[src/rtl/phy_rx_deframer.sv]
// Serial receive deframer: hunts for COM alignment, locks after repeated COMs,
// and reassembles 9-bit {k,d} symbols (MSB first) into 32-bit words.
module phy_rx_deframer #(
    parameter logic [7:0]  COM        = 8'hBC,
    parameter int unsigned LOCK_COUNT = 4,
    parameter int unsigned LOSS_COUNT = 4
) (
    input  logic        clk,
    input  logic        reset,
    input  logic        serial_in,
    output logic [31:0] output_bus,
    output logic        valid_out,
    output logic        active,
    output logic        error
);

    typedef enum logic [1:0] {
        SEARCH = 2'd0,
        ALIGN  = 2'd1,
        LOCKED = 2'd2
    } state_t;

    localparam logic [3:0] LOCK_CNT = 4'(LOCK_COUNT);
    localparam logic [3:0] LOSS_CNT = 4'(LOSS_COUNT);

    state_t      state_q, state_d;
    logic [7:0]  sh_q, sh_d;
    logic [3:0]  bitpos_q, bitpos_d;
    logic [3:0]  comcnt_q, comcnt_d;
    logic [3:0]  badcnt_q, badcnt_d;
    logic [1:0]  idx_q, idx_d;
    logic [23:0] part_q, part_d;
    logic [31:0] bus_q, bus_d;
    logic        valid_q, valid_d;
    logic        active_q, active_d;
    logic        error_q, error_d;

    // The candidate symbol includes the bit being sampled on this edge.
    logic [8:0] sym_s;
    logic       is_com_s;
    logic       is_data_s;
    logic       sym_done_s;

    assign sym_s      = {sh_q, serial_in};
    assign is_com_s   = (sym_s == {1'b1, COM});
    assign is_data_s  = ~sym_s[8];
    assign sym_done_s = (bitpos_q == 4'd8);

    // State and datapath registers with asynchronous active-low reset.
    always_ff @(posedge clk or negedge reset) begin
        if (!reset) begin
            state_q  <= SEARCH;
            sh_q     <= 8'h00;
            bitpos_q <= 4'd0;
            comcnt_q <= 4'd0;
            badcnt_q <= 4'd0;
            idx_q    <= 2'd0;
            part_q   <= 24'h000000;
            bus_q    <= 32'h00000000;
            valid_q  <= 1'b0;
            active_q <= 1'b0;
            error_q  <= 1'b0;
        end else begin
            state_q  <= state_d;
            sh_q     <= sh_d;
            bitpos_q <= bitpos_d;
            comcnt_q <= comcnt_d;
            badcnt_q <= badcnt_d;
            idx_q    <= idx_d;
            part_q   <= part_d;
            bus_q    <= bus_d;
            valid_q  <= valid_d;
            active_q <= active_d;
            error_q  <= error_d;
        end
    end

    // Next-state: alignment hunt, lock qualification and loss of lock.
    always_comb begin
        state_d = state_q;
        case (state_q)
            SEARCH: begin
                if (is_com_s) begin
                    state_d = (LOCK_CNT == 4'd1) ? LOCKED : ALIGN;
                end else begin
                    state_d = SEARCH;
                end
            end
            ALIGN: begin
                if (sym_done_s) begin
                    if (is_com_s) begin
                        state_d = ((comcnt_q + 4'd1) == LOCK_CNT) ? LOCKED : ALIGN;
                    end else begin
                        state_d = SEARCH;
                    end
                end else begin
                    state_d = ALIGN;
                end
            end
            LOCKED: begin
                if (sym_done_s && !is_com_s && !is_data_s &&
                    ((badcnt_q + 4'd1) == LOSS_CNT)) begin
                    state_d = SEARCH;
                end else begin
                    state_d = LOCKED;
                end
            end
            default: state_d = SEARCH;
        endcase
    end

    // Counters, word assembly and registered output pulses.
    always_comb begin
        sh_d     = {sh_q[6:0], serial_in};
        bitpos_d = sym_done_s ? 4'd0 : (bitpos_q + 4'd1);
        comcnt_d = comcnt_q;
        badcnt_d = badcnt_q;
        idx_d    = idx_q;
        part_d   = part_q;
        bus_d    = bus_q;
        valid_d  = 1'b0;
        error_d  = 1'b0;
        active_d = (state_d == LOCKED);
        case (state_q)
            SEARCH: begin
                if (is_com_s) begin
                    bitpos_d = 4'd0;
                    comcnt_d = 4'd1;
                    badcnt_d = 4'd0;
                    idx_d    = 2'd0;
                end else begin
                    comcnt_d = 4'd0;
                end
            end
            ALIGN: begin
                if (sym_done_s) begin
                    comcnt_d = is_com_s ? (comcnt_q + 4'd1) : 4'd0;
                end else begin
                    comcnt_d = comcnt_q;
                end
            end
            LOCKED: begin
                if (!sym_done_s) begin
                    idx_d = idx_q;
                end else if (is_com_s) begin
                    error_d  = (idx_q != 2'd0);
                    idx_d    = 2'd0;
                    badcnt_d = 4'd0;
                end else if (is_data_s) begin
                    badcnt_d = 4'd0;
                    idx_d    = idx_q + 2'd1;
                    case (idx_q)
                        2'd0:    part_d[23:16] = sym_s[7:0];
                        2'd1:    part_d[15:8]  = sym_s[7:0];
                        2'd2:    part_d[7:0]   = sym_s[7:0];
                        2'd3: begin
                            bus_d   = {part_q, sym_s[7:0]};
                            valid_d = 1'b1;
                        end
                        default: part_d = part_q;
                    endcase
                end else begin
                    // Invalid control symbol: drop the partial word, count toward loss.
                    error_d = 1'b1;
                    idx_d   = 2'd0;
                    if ((badcnt_q + 4'd1) == LOSS_CNT) begin
                        badcnt_d = 4'd0;
                        comcnt_d = 4'd0;
                    end else begin
                        badcnt_d = badcnt_q + 4'd1;
                    end
                end
            end
            default: begin
                comcnt_d = 4'd0;
                badcnt_d = 4'd0;
                idx_d    = 2'd0;
            end
        endcase
    end

    assign output_bus = bus_q;
    assign valid_out  = valid_q;
    assign active     = active_q;
    assign error      = error_q;

endmodule

[config.mk]
export PLATFORM = sky130hd
export DESIGN_NAME = phy_rx_deframer
export DESIGN_NICKNAME = d
export VERILOG_FILES = /design/src/rtl/phy_rx_deframer.sv
export SDC_FILE = /design/constraint.sdc
export NUM_CORES = 1
export LEC_CHECK = 0
export ABC_AREA = 0
export BUFFER_PORTS_ARGS = -buffer_cell sky130_fd_sc_hd__buf_2
export CAP_MARGIN = 15
export CORE_MARGIN = 3
export CORE_UTILIZATION = 40
export CTS_BUF_LIST = sky130_fd_sc_hd__clkbuf_8
export DETAILED_ROUTE_END_ITERATION = 10
export PLACE_DENSITY = 0.64
export REMOVE_ABC_BUFFERS = 1
export SYNTH_ARGS = -nofsm -noshare
export SYNTH_HDL_FRONTEND = slang
export SYNTH_SLANG_ARGS = --single-unit
[constraint.sdc]
create_clock -name clk -period 2.03 [get_ports clk]
set_input_delay 0.1015 -clock clk [delete_from_list [all_inputs] [get_ports clk]]
set_output_delay 0.1015 -clock clk [all_outputs]
set_load 0.02 [all_outputs]
# --- Word-level counts from Yosys, hierarchy flattened ---
# Index checks and enable logic that the tools add are counted.
classes:
  n_addsub: 4
  mul: 0
  n_div: 0
  order_cmp: 0
  n_eq_ne: 16
  shifts: 0
  mux: 37
  n_bitwise: 3
  n_reduce_logical: 13
ops:
  columns: ["op", "n"]
  rows:
  - ["4-bit 2-to-1 mux", 14]
  - ["5-bit AND reduction", 5]
  - ["4-bit case mux with 3 select lines", 2]
  - ["2-bit 2-to-1 mux", 8]
  - ["4-bit by 1-bit adder with 4-bit output (second input constant)", 3]
  - ["2-bit inequality test (second input constant)", 6]
  - ["2-bit case mux with 3 select lines", 2]
  - ["1-bit 2-to-1 mux", 11]
  - ["9-bit == test (second input constant)", 1]
  - ["2-bit == test (second input constant)", 4]
  - ["4-bit by 3-bit == test with 1-bit output (second input constant)", 2]
  - ["2-bit by 1-bit == test with 1-bit output (second input constant)", 2]
  - ["4-bit == test (second input constant)", 1]
  - ["2-bit logical NOT", 2]
  - ["1-bit logical AND", 3]
  - ["1-bit inverter", 3]
  - ["3-bit AND reduction", 1]
  - ["2-bit by 1-bit adder with 2-bit output (second input constant)", 1]
  - ["2-bit nonzero test", 1]
  - ["1-bit logical NOT", 1]
word_totals:
  reg_bits: 83
  latchBits: 0
  mem_bits_rw: 0
  romBits: 0
  inputBits: 3
  output_inout_bits: 35
  wordCells: 86
  n_memories: 0

# --- Longest topological paths before layout ---
# Gate-level depths: netlist of run 1.
depth:
  word_depth: 8
  depth_mapped: 8
  depth_no_buf: 6

# --- Least setup slack after synthesis of run 1 ---
# Ideal clock, no wire load.
synth_timing:
  path_kind: "register to register"
  from: "register bitpos_q[0]"
  to: "register bus_q[10], in the netlist output_bus[10]"
  setup_ns: 0.128
  t_arrival_ns: 1.828
  required_time_ns: 1.902
  path_slack_ns: 0.075
  path_stages_with_launch: 9
  n_path_buf: 2
  synth_period_minus_slack_ns: 1.955
  path_cell_list: "dfrtp_1 -> inv_1 -> ha_1 -> nand3b_4 -> nor3_2 -> and2_1 -> buf_2 -> buf_4 -> mux2_1"
synth_via:
  elab_chain_cells: 2
synth_lines:
  columns: ["element", "line", "text"]
  rows:
  - ["from (decl)", "28", "logic [3:0] bitpos_q, bitpos_d;"]
  - ["from (signal assigned)", "66", "bitpos_q <= bitpos_d;"]
  - ["4-bit == test", "47", "assign sym_done_s = (bitpos_q == 4'd8);"]
  - ["5-bit AND reduction (no source line)", null, null]
  - ["to (signal assigned)", "71", "bus_q <= bus_d;"]
  - ["to (decl)", "33", "logic [31:0] bus_q, bus_d;"]
# No other way between the ends.
# A chain may end at the register's enable or synchronous reset.

# --- Worst setup path in the final report of run 1 ---
layout_timing:
  from: "register sh_q[5]"
  to: "register badcnt_q[2]"
layout_via:
  elab_chain_cells: 4
  elab_cells_between_ends: 6
  classes_between: "eq/ne: 2; mux: 3; reduce/logical: 1"
layout_lines:
  columns: ["element", "line", "text"]
  rows:
  - ["from (decl)", "27", "logic [7:0] sh_q, sh_d;"]
  - ["from (signal assigned)", "53", "sh_q <= 8'h00;"]
  - ["from (signal assigned)", "65", "sh_q <= sh_d;"]
  - ["9-bit == test (*)", "45", "assign is_com_s = (sym_s == {1'b1, COM});"]
  - ["4-bit 2-to-1 mux", "145", "end else if (is_com_s) begin"]
  - ["4-bit 2-to-1 mux", "143", "if (!sym_done_s) begin"]
  - ["4-bit case mux with 3 select lines", "124", "case (state_q)"]
  - ["to (signal assigned)", "68", "badcnt_q <= badcnt_d;"]
  - ["to (decl)", "30", "logic [3:0] badcnt_q, badcnt_d;"]
# Every way passes the cells marked *; elsewhere a longest branch is shown, timed or not. The select of a mux whose other input is x is not followed.

==> impl_metrics.toml, run 1 <==
[outcome]
status = "completed"

[cells_and_area]
drive_gt1_share_pct = 31.6
diodes = 0
most-common-layout-cells = "dfrtp_1 (82), buf_2 (36), mux2_1 (32)"
final_common_cell = "dfrtp_1"
fin_area_mm2 = 0.00420
post-route-util_pct = 50.1
syn_to_final_growth_pct = 19.4
fin_nets = 318

[sta]
finalClockSkew_ns = 0.00961
hold_viol = 0
finalCritPeriodShare_pct = 94.2
finalCriticalPeriod_ns = 1.91
max_freq_mhz = 523
tightest_slew_ns = 0.554
rsz0062_at_grt = "false"
relSlewSlack_pct = 62.7
setup_viol = 0
slew_viol_final = 0

[synth]
synthFlopType = "dfrtp_1"
synthDominantCellAreaShare_pct = 59.1
seq_area_frac_synth_pct = 59.1
synth_top_area_cell = "dfrtp_1"
async_flop_share_pct = 100
synth_edf_count = 0
synthDistinctLibCells = 49
synth_area_leaders = "dfrtp_1 (59%), mux2_1 (10%), mux2_2 (8.0%), ha_1 (3.6%), nand2_1 (1.1%)"
ys_seq_elements = 83
synthCells = 247
yosysWarnings = 0
syn_avg_cell_area_um2 = 14.2
synthesis.area_mm2 = 0.00351

[critical_path]
arrival_ns = 2.19
reg2reg_depth = 4
critical_path.cell_chain = "nand4b_2 -> o41a_1 -> or4b_1 -> o211ai_1"
critPathMaxFanout = 5
critical_path_class = "reg2reg"
required_ns = 2.31
critPathLaunchType = "register"
slowest_delay_ns = 0.52
cp_slowest_cell = "or4b_1"
end_kind = "register"

[pwr]
power_density_mw_per_mm2 = 840
p_leak_nw = 2.13
p_sw_mw = 0.824
combPwrFrac_pct = 7.6
vdd_drop_max_uv = 534
pwr-share-seq_pct = 52.0
clkPwrFrac_pct = 40.4
internal-power_mw = 2.70
sw_frac_of_total_pct = 23.4

[floorplanning]
coreArea_mm2 = 0.00838
ios = 38
initial_utilization_pct = 41.9
dieArea_mm2 = 0.00995
num_rows = 33
die_w_um = 99.7
fp.dieH_um = 99.7

[route]
viasPerCell = 5.18
routed_wl_um = 6430
ant_nets = 0
vias = 2150
dr.pass1.iters = 4
wl_per_cell_um = 15.5
drcViolationCount = 0
first_iter_violations = 69

[clocking]
cts.sinks = 83
clockBufferDepth = 2
cts_root_buf = "clkbuf_8"
clk_pin_slew_worst_paths_ns = 0.09
cts-buffers-inserted = 9
h-tree-depth = 3
cts_tree = "done"
clk_latency_ns = 0.36

[global_route]
grtUsageTotal_pct = 14.7
grt_pass1_wl_um = 11300
grt_max_degree = 41
grt_pass1_vias = 2247
antenna_found_initial = 0
grt.overflow.total = 0

[run]
cap_violations = 0

[placement]
post-dp-hpwl_um = 4520
place_area_mm2 = 0.00393
gp_routability_congestion = 0.814
portBuffers = 37

[hold_path]
hold_path_class = "in2async"
## repair_timing
action | CTS | global route
gates resized for setup | 0 | 3
endpoints found under the setup margin | 0 | 15
hold buffers | 2 | 0
hold endpoints to repair | 39 | 0
setup buffers | 0 | 0
## power groups by stage
stage,logic [mW],registers (mW),clock network [mW]
after floorplan,0.144,1.86,0
after global placement,0.260,1.86,0
after detailed placement,0.269,1.86,0
after CTS,0.272,1.83,1.47
after global routing,0.303,1.85,1.53
final,0.267,1.83,1.43
## logic make-up after synthesis
kind of cell | share of synthesized area (%)
mux | 18.5
flops | 59.1
compound gates | 6.62
buf+inv | 1.85
xor+xnor | 0.498
fa+ha+maj | 3.56
simple gates | 9.83
## stage by stage
stage	hold slack, ns	TNS [ns]	power, mW	instances	worst slack (ns)
final	0.262	0	3.52	415	0.118
after CTS	0.259	0	3.57	415	0.0889
after global routing	0.297	0	3.68	415	0.00463
after floorplan	-0.194	-13.28	2.01	241	-0.411
after detailed placement	0.123	0	2.13	397	0.0941
after global placement	0.120	0	2.12	397	0.139
## layer usage
| metal | share of wire (%) | GRT usage, % | vias up |
|---|---|---|---|
| met5 | 0 | 0 | - |
| met4 | 2.0 | 5.57 | 0 |
| met1 | 46 | 19.1 | 1075 |
| li1 | - | - | 1020 |
| met3 | 4.2 | 5.47 | 11 |
| met2 | 48 | 22.5 | 44 |
## cell usage after synthesis, types with 2 or more instances
| library cell | instances |
|---|---|
| a22o_1 | 2 |
| ha_1 | 10 |
| or4bb_1 | 2 |
| nand2_1 | 10 |
| nor2b_1 | 5 |
| dfrtp_1 | 83 |
| nor4b_1 | 2 |
| o31ai_1 | 3 |
| inv_1 | 7 |
| a211o_1 | 2 |
| nand3b_1 | 2 |
| nor2_1 | 4 |
| a21o_1 | 2 |
| o21ai_0 | 2 |
| and3b_1 | 3 |
| o2111ai_1 | 2 |
| a21boi_0 | 3 |
| nor3_1 | 2 |
| buf_4 | 3 |
| nand3_1 | 5 |
| nand2b_1 | 5 |
| o2bb2ai_1 | 2 |
| mux2_2 | 25 |
| clkbuf_1 | 2 |
| a21oi_1 | 2 |
| a41oi_1 | 3 |
| mux2_1 | 32 |
## sequential cells by signal (all words and copies together), names as in the netlist
signal,count
sh_q,8
bitpos_q,4
valid_out,1
part_q,24
badcnt_q,4
comcnt_q,4
active,1
idx_q,2
output_bus,32
error,1
state_q,2
## worst paths after layout
path | startpoint | end | slack [ns]
min in group clk | sh_q[4]$_DFF_PN0_ | sh_q[5]$_DFF_PN0_ | 0.46
worst min register to register | sh_q[4]$_DFF_PN0_ | sh_q[5]$_DFF_PN0_ | 0.46
worst max register to register | sh_q[5]$_DFF_PN0_ | badcnt_q[2]$_DFFE_PN0P_ | 0.12
worst min-delay path | reset | part_q[11]$_DFFE_PN0P_ | 0.26
worst max-delay path | sh_q[5]$_DFF_PN0_ | badcnt_q[2]$_DFFE_PN0P_ | 0.12
max in group asynchronous | reset | sh_q[1]$_DFF_PN0_ | 1.18
## area by class of cell
cell class,count,area (um^2)
multi-input cells,150,1380
fillers,727,4180
flip-flops and latches,83,2080
clock inverters,7,116
well taps,105,131
inverters,8,30.0
clock buffers,9,124
repair buffers,53,338
## critical path, delay by kind of cell (launching register included)
family	cells	cell delay, ns
AND/OR/NAND/NOR	2	0.77
AO/OA/AOI/OAI	2	0.66
flip-flops	1	0.39
No activity file was read; power rests on OpenSTA's default activity.
==> run 2, diff against run 1 <==
--- a/config.mk
+++ b/config.mk
@@ -12,7 +12,7 @@
 export CORE_UTILIZATION = 40
 export CTS_BUF_LIST = sky130_fd_sc_hd__clkbuf_8
 export DETAILED_ROUTE_END_ITERATION = 10
-export PLACE_DENSITY = 0.64
+export PLACE_DENSITY = 0.62
 export REMOVE_ABC_BUFFERS = 1
 export SYNTH_ARGS = -nofsm -noshare
 export SYNTH_HDL_FRONTEND = slang
==> constraint.sdc (replaced) <==
create_clock -name clk -period 2.22 [get_ports clk]
set_input_delay 0.111 -clock clk [delete_from_list [all_inputs] [get_ports clk]]
set_output_delay 0.111 -clock clk [all_outputs]
set_load 0.02 [all_outputs]
==> run 2 against run 1 <==
  * Clock power decreased by 24%
  * Maximum frequency decreased by 5.8%
  * Global-route usage decreased by 0.58 points
  * Non-clock buffer count decreased by 8
  * Register-to-register slack improved by 0.07 ns
  * Flip-flop and latch count unchanged
  * Combinational power decreased by 16%
  * Sequential power decreased by 8%
  * Clock-buffer cell count increased by 1
  * Worst setup slack improved by 0.072 ns
==> impl_metrics.toml, run 2 (same netlist as run 1, synthesis figures left out) <==
[outcome]
status = "completed"

[global_route]
antenna_found_initial = 0
grtUsageTotal_pct = 14.1
grt_pass1_wl_um = 10800
grt.overflow.total = 0
grt_max_degree = 42
grt_pass1_vias = 2135

[route]
first_iter_violations = 58
vias = 2103
routed_wl_um = 6310
viasPerCell = 5.17
wl_per_cell_um = 15.5
ant_nets = 0
drcViolationCount = 0
dr.pass1.iters = 4

[run]
cap_violations = 0

[critical_path]
reg2reg_depth = 5
cp_slowest_cell = "o31ai_1"
critPathMaxFanout = 7
end_kind = "register"
regToRegEndpoint = "comcnt_q[3]$_DFFE_PN0P_"
critical_path_class = "reg2reg"
slowest_delay_ns = 0.51
rrSetupSlack_ns = 0.19
critical_path.cell_chain = "ha_1 -> nand3b_1 -> o31ai_1 -> a41oi_1 -> a21o_1"
critPathLaunchType = "register"
arrival_ns = 2.28
required_ns = 2.47
r2r_start = "badcnt_q[0]$_DFFE_PN0P_"

[sta]
rsz0062_at_grt = "false"
hold_viol = 0
hold_ws_ns = 0.277
setup_viol = 0
max_freq_mhz = 493
slew_viol_final = 0
finalCriticalPeriod_ns = 2.03
finalClockSkew_ns = 0.00810
finalCritPeriodShare_pct = 91.4
fin_tns_setup_ns = 0
tightest_slew_ns = 0.599
relSlewSlack_pct = 59.7
timing.final.ws_setup_ns = 0.190

[pwr]
pwr-share-seq_pct = 56.1
vdd_drop_max_uv = 452
internal-power_mw = 2.26
combPwrFrac_pct = 7.5
p_sw_mw = 0.732
sw_frac_of_total_pct = 24.4
p_leak_nw = 2.06
power_mw = 3.00
clkPwrFrac_pct = 36.4
power_density_mw_per_mm2 = 735

[clocking]
h-tree-depth = 3
cts-buffers-inserted = 9
cts-resized-gates = 0
cts.sinks = 83
cts_tree = "done"
clk_latency_ns = 0.35
cts_root_buf = "clkbuf_8"
clockBufferDepth = 2
clk_pin_slew_worst_paths_ns = 0.08

[floorplanning]
ios = 38
dieArea_mm2 = 0.00995
num_rows = 33
fp.dieH_um = 99.7
coreArea_mm2 = 0.00838
die_w_um = 99.7
initial_utilization_pct = 41.9

[placement]
gp_routability_congestion = 0.783
place_ws_ns = 0.221
portBuffers = 37
place_area_mm2 = 0.00386
post-dp-hpwl_um = 4350

[cells_and_area]
final_common_cell = "dfrtp_1"
largest_reg_flops = 32
drive_gt1_share_pct = 29.1
most-common-layout-cells = "dfrtp_1 (83), buf_2 (36), mux2_1 (32)"
fin_area_mm2 = 0.00408
syn_to_final_growth_pct = 16.0
fin_nets = 310
diodes = 0

[hold_path]
hold_path_class = "in2async"
## run 2: cell count changes in the layout (fill, tap and decap cells not counted), sizes merged
cell	previous run	this run
buf	51	43
clkinvlp	0	2
bufinv	3	1
inv	10	9
clkbuf	9	10
## run 2: metal layers
| metal | vias up | wire length, um | part of all wire, % | global-route usage, % |
|---|---|---|---|---|
| met5 | - | 0 | 0 | 0 |
| met4 | 0 | 100 | 1.6 | 5.04 |
| met3 | 9 | 324 | 5.1 | 4.84 |
| met2 | 42 | 2710 | 43 | 20.3 |
| met1 | 1048 | 3170 | 50 | 19.9 |
| li1 | 1004 | - | - | - |
## run 2: how the worst max path moves through the flow
stage	endpoint	start	slack (ns)	cells past startpoint
final	comcnt_q[3]$_DFFE_PN0P_	badcnt_q[0]$_DFFE_PN0P_	0.19	5
after global routing	comcnt_q[3]$_DFFE_PN0P_	badcnt_q[0]$_DFFE_PN0P_	0.04	5
after CTS	output_bus[20]$_DFFE_PN0P_	bitpos_q[0]$_DFF_PN0_	0.19	7
after detailed placement	output_bus[23]$_DFFE_PN0P_	bitpos_q[0]$_DFF_PN0_	0.22	7
after global placement	badcnt_q[2]$_DFFE_PN0P_	sh_q[0]$_DFF_PN0_	0.24	4
after floorplan	output_bus[0]$_DFFE_PN0P_	bitpos_q[0]$_DFF_PN0_	-0.22	6
## run 2: per-stage QoR
stage	cells	utilization (%)
after floorplan	241	-
after global placement	389	46.0
after detailed placement	389	46.0
after CTS	407	48.6
after global routing	407	48.6
final	407	48.6
## run 2: timing repair
item / 4_1_cts / 5_1_grt
hold buffers: 2 / 0
hold endpoints to repair: 40 / 0
setup buffers: 0 / 0
## run 2: worst max-delay path, delay by kind of cell, from the launching register on
family,cells,cell delay [ns]
flip-flops,1,0.45
adder cells (fa/ha/maj),1,0.26
AO/OA/AOI/OAI,3,1.04
AND/OR/NAND/NOR,1,0.16
## run 2: area by class of cell
type | count | area [um^2]
fill | 747 | 4300
sequential | 83 | 2080
multi-input combinational | 150 | 1370
timing repair buffer | 45 | 265
clock buffer | 10 | 138
tap | 105 | 131
clock inverter | 6 | 63.8
inverter | 8 | 30.0
## run 2: power groups by stage
| stage | registers [mW] | logic (mW) | clock network [mW] |
|---|---|---|---|
| after floorplan | 1.70 | 0.132 | 0 |
| after global routing | 1.70 | 0.254 | 1.19 |
| final | 1.68 | 0.224 | 1.09 |
| after global placement | 1.71 | 0.220 | 0 |
| after detailed placement | 1.71 | 0.226 | 0 |
| after CTS | 1.68 | 0.230 | 1.13 |
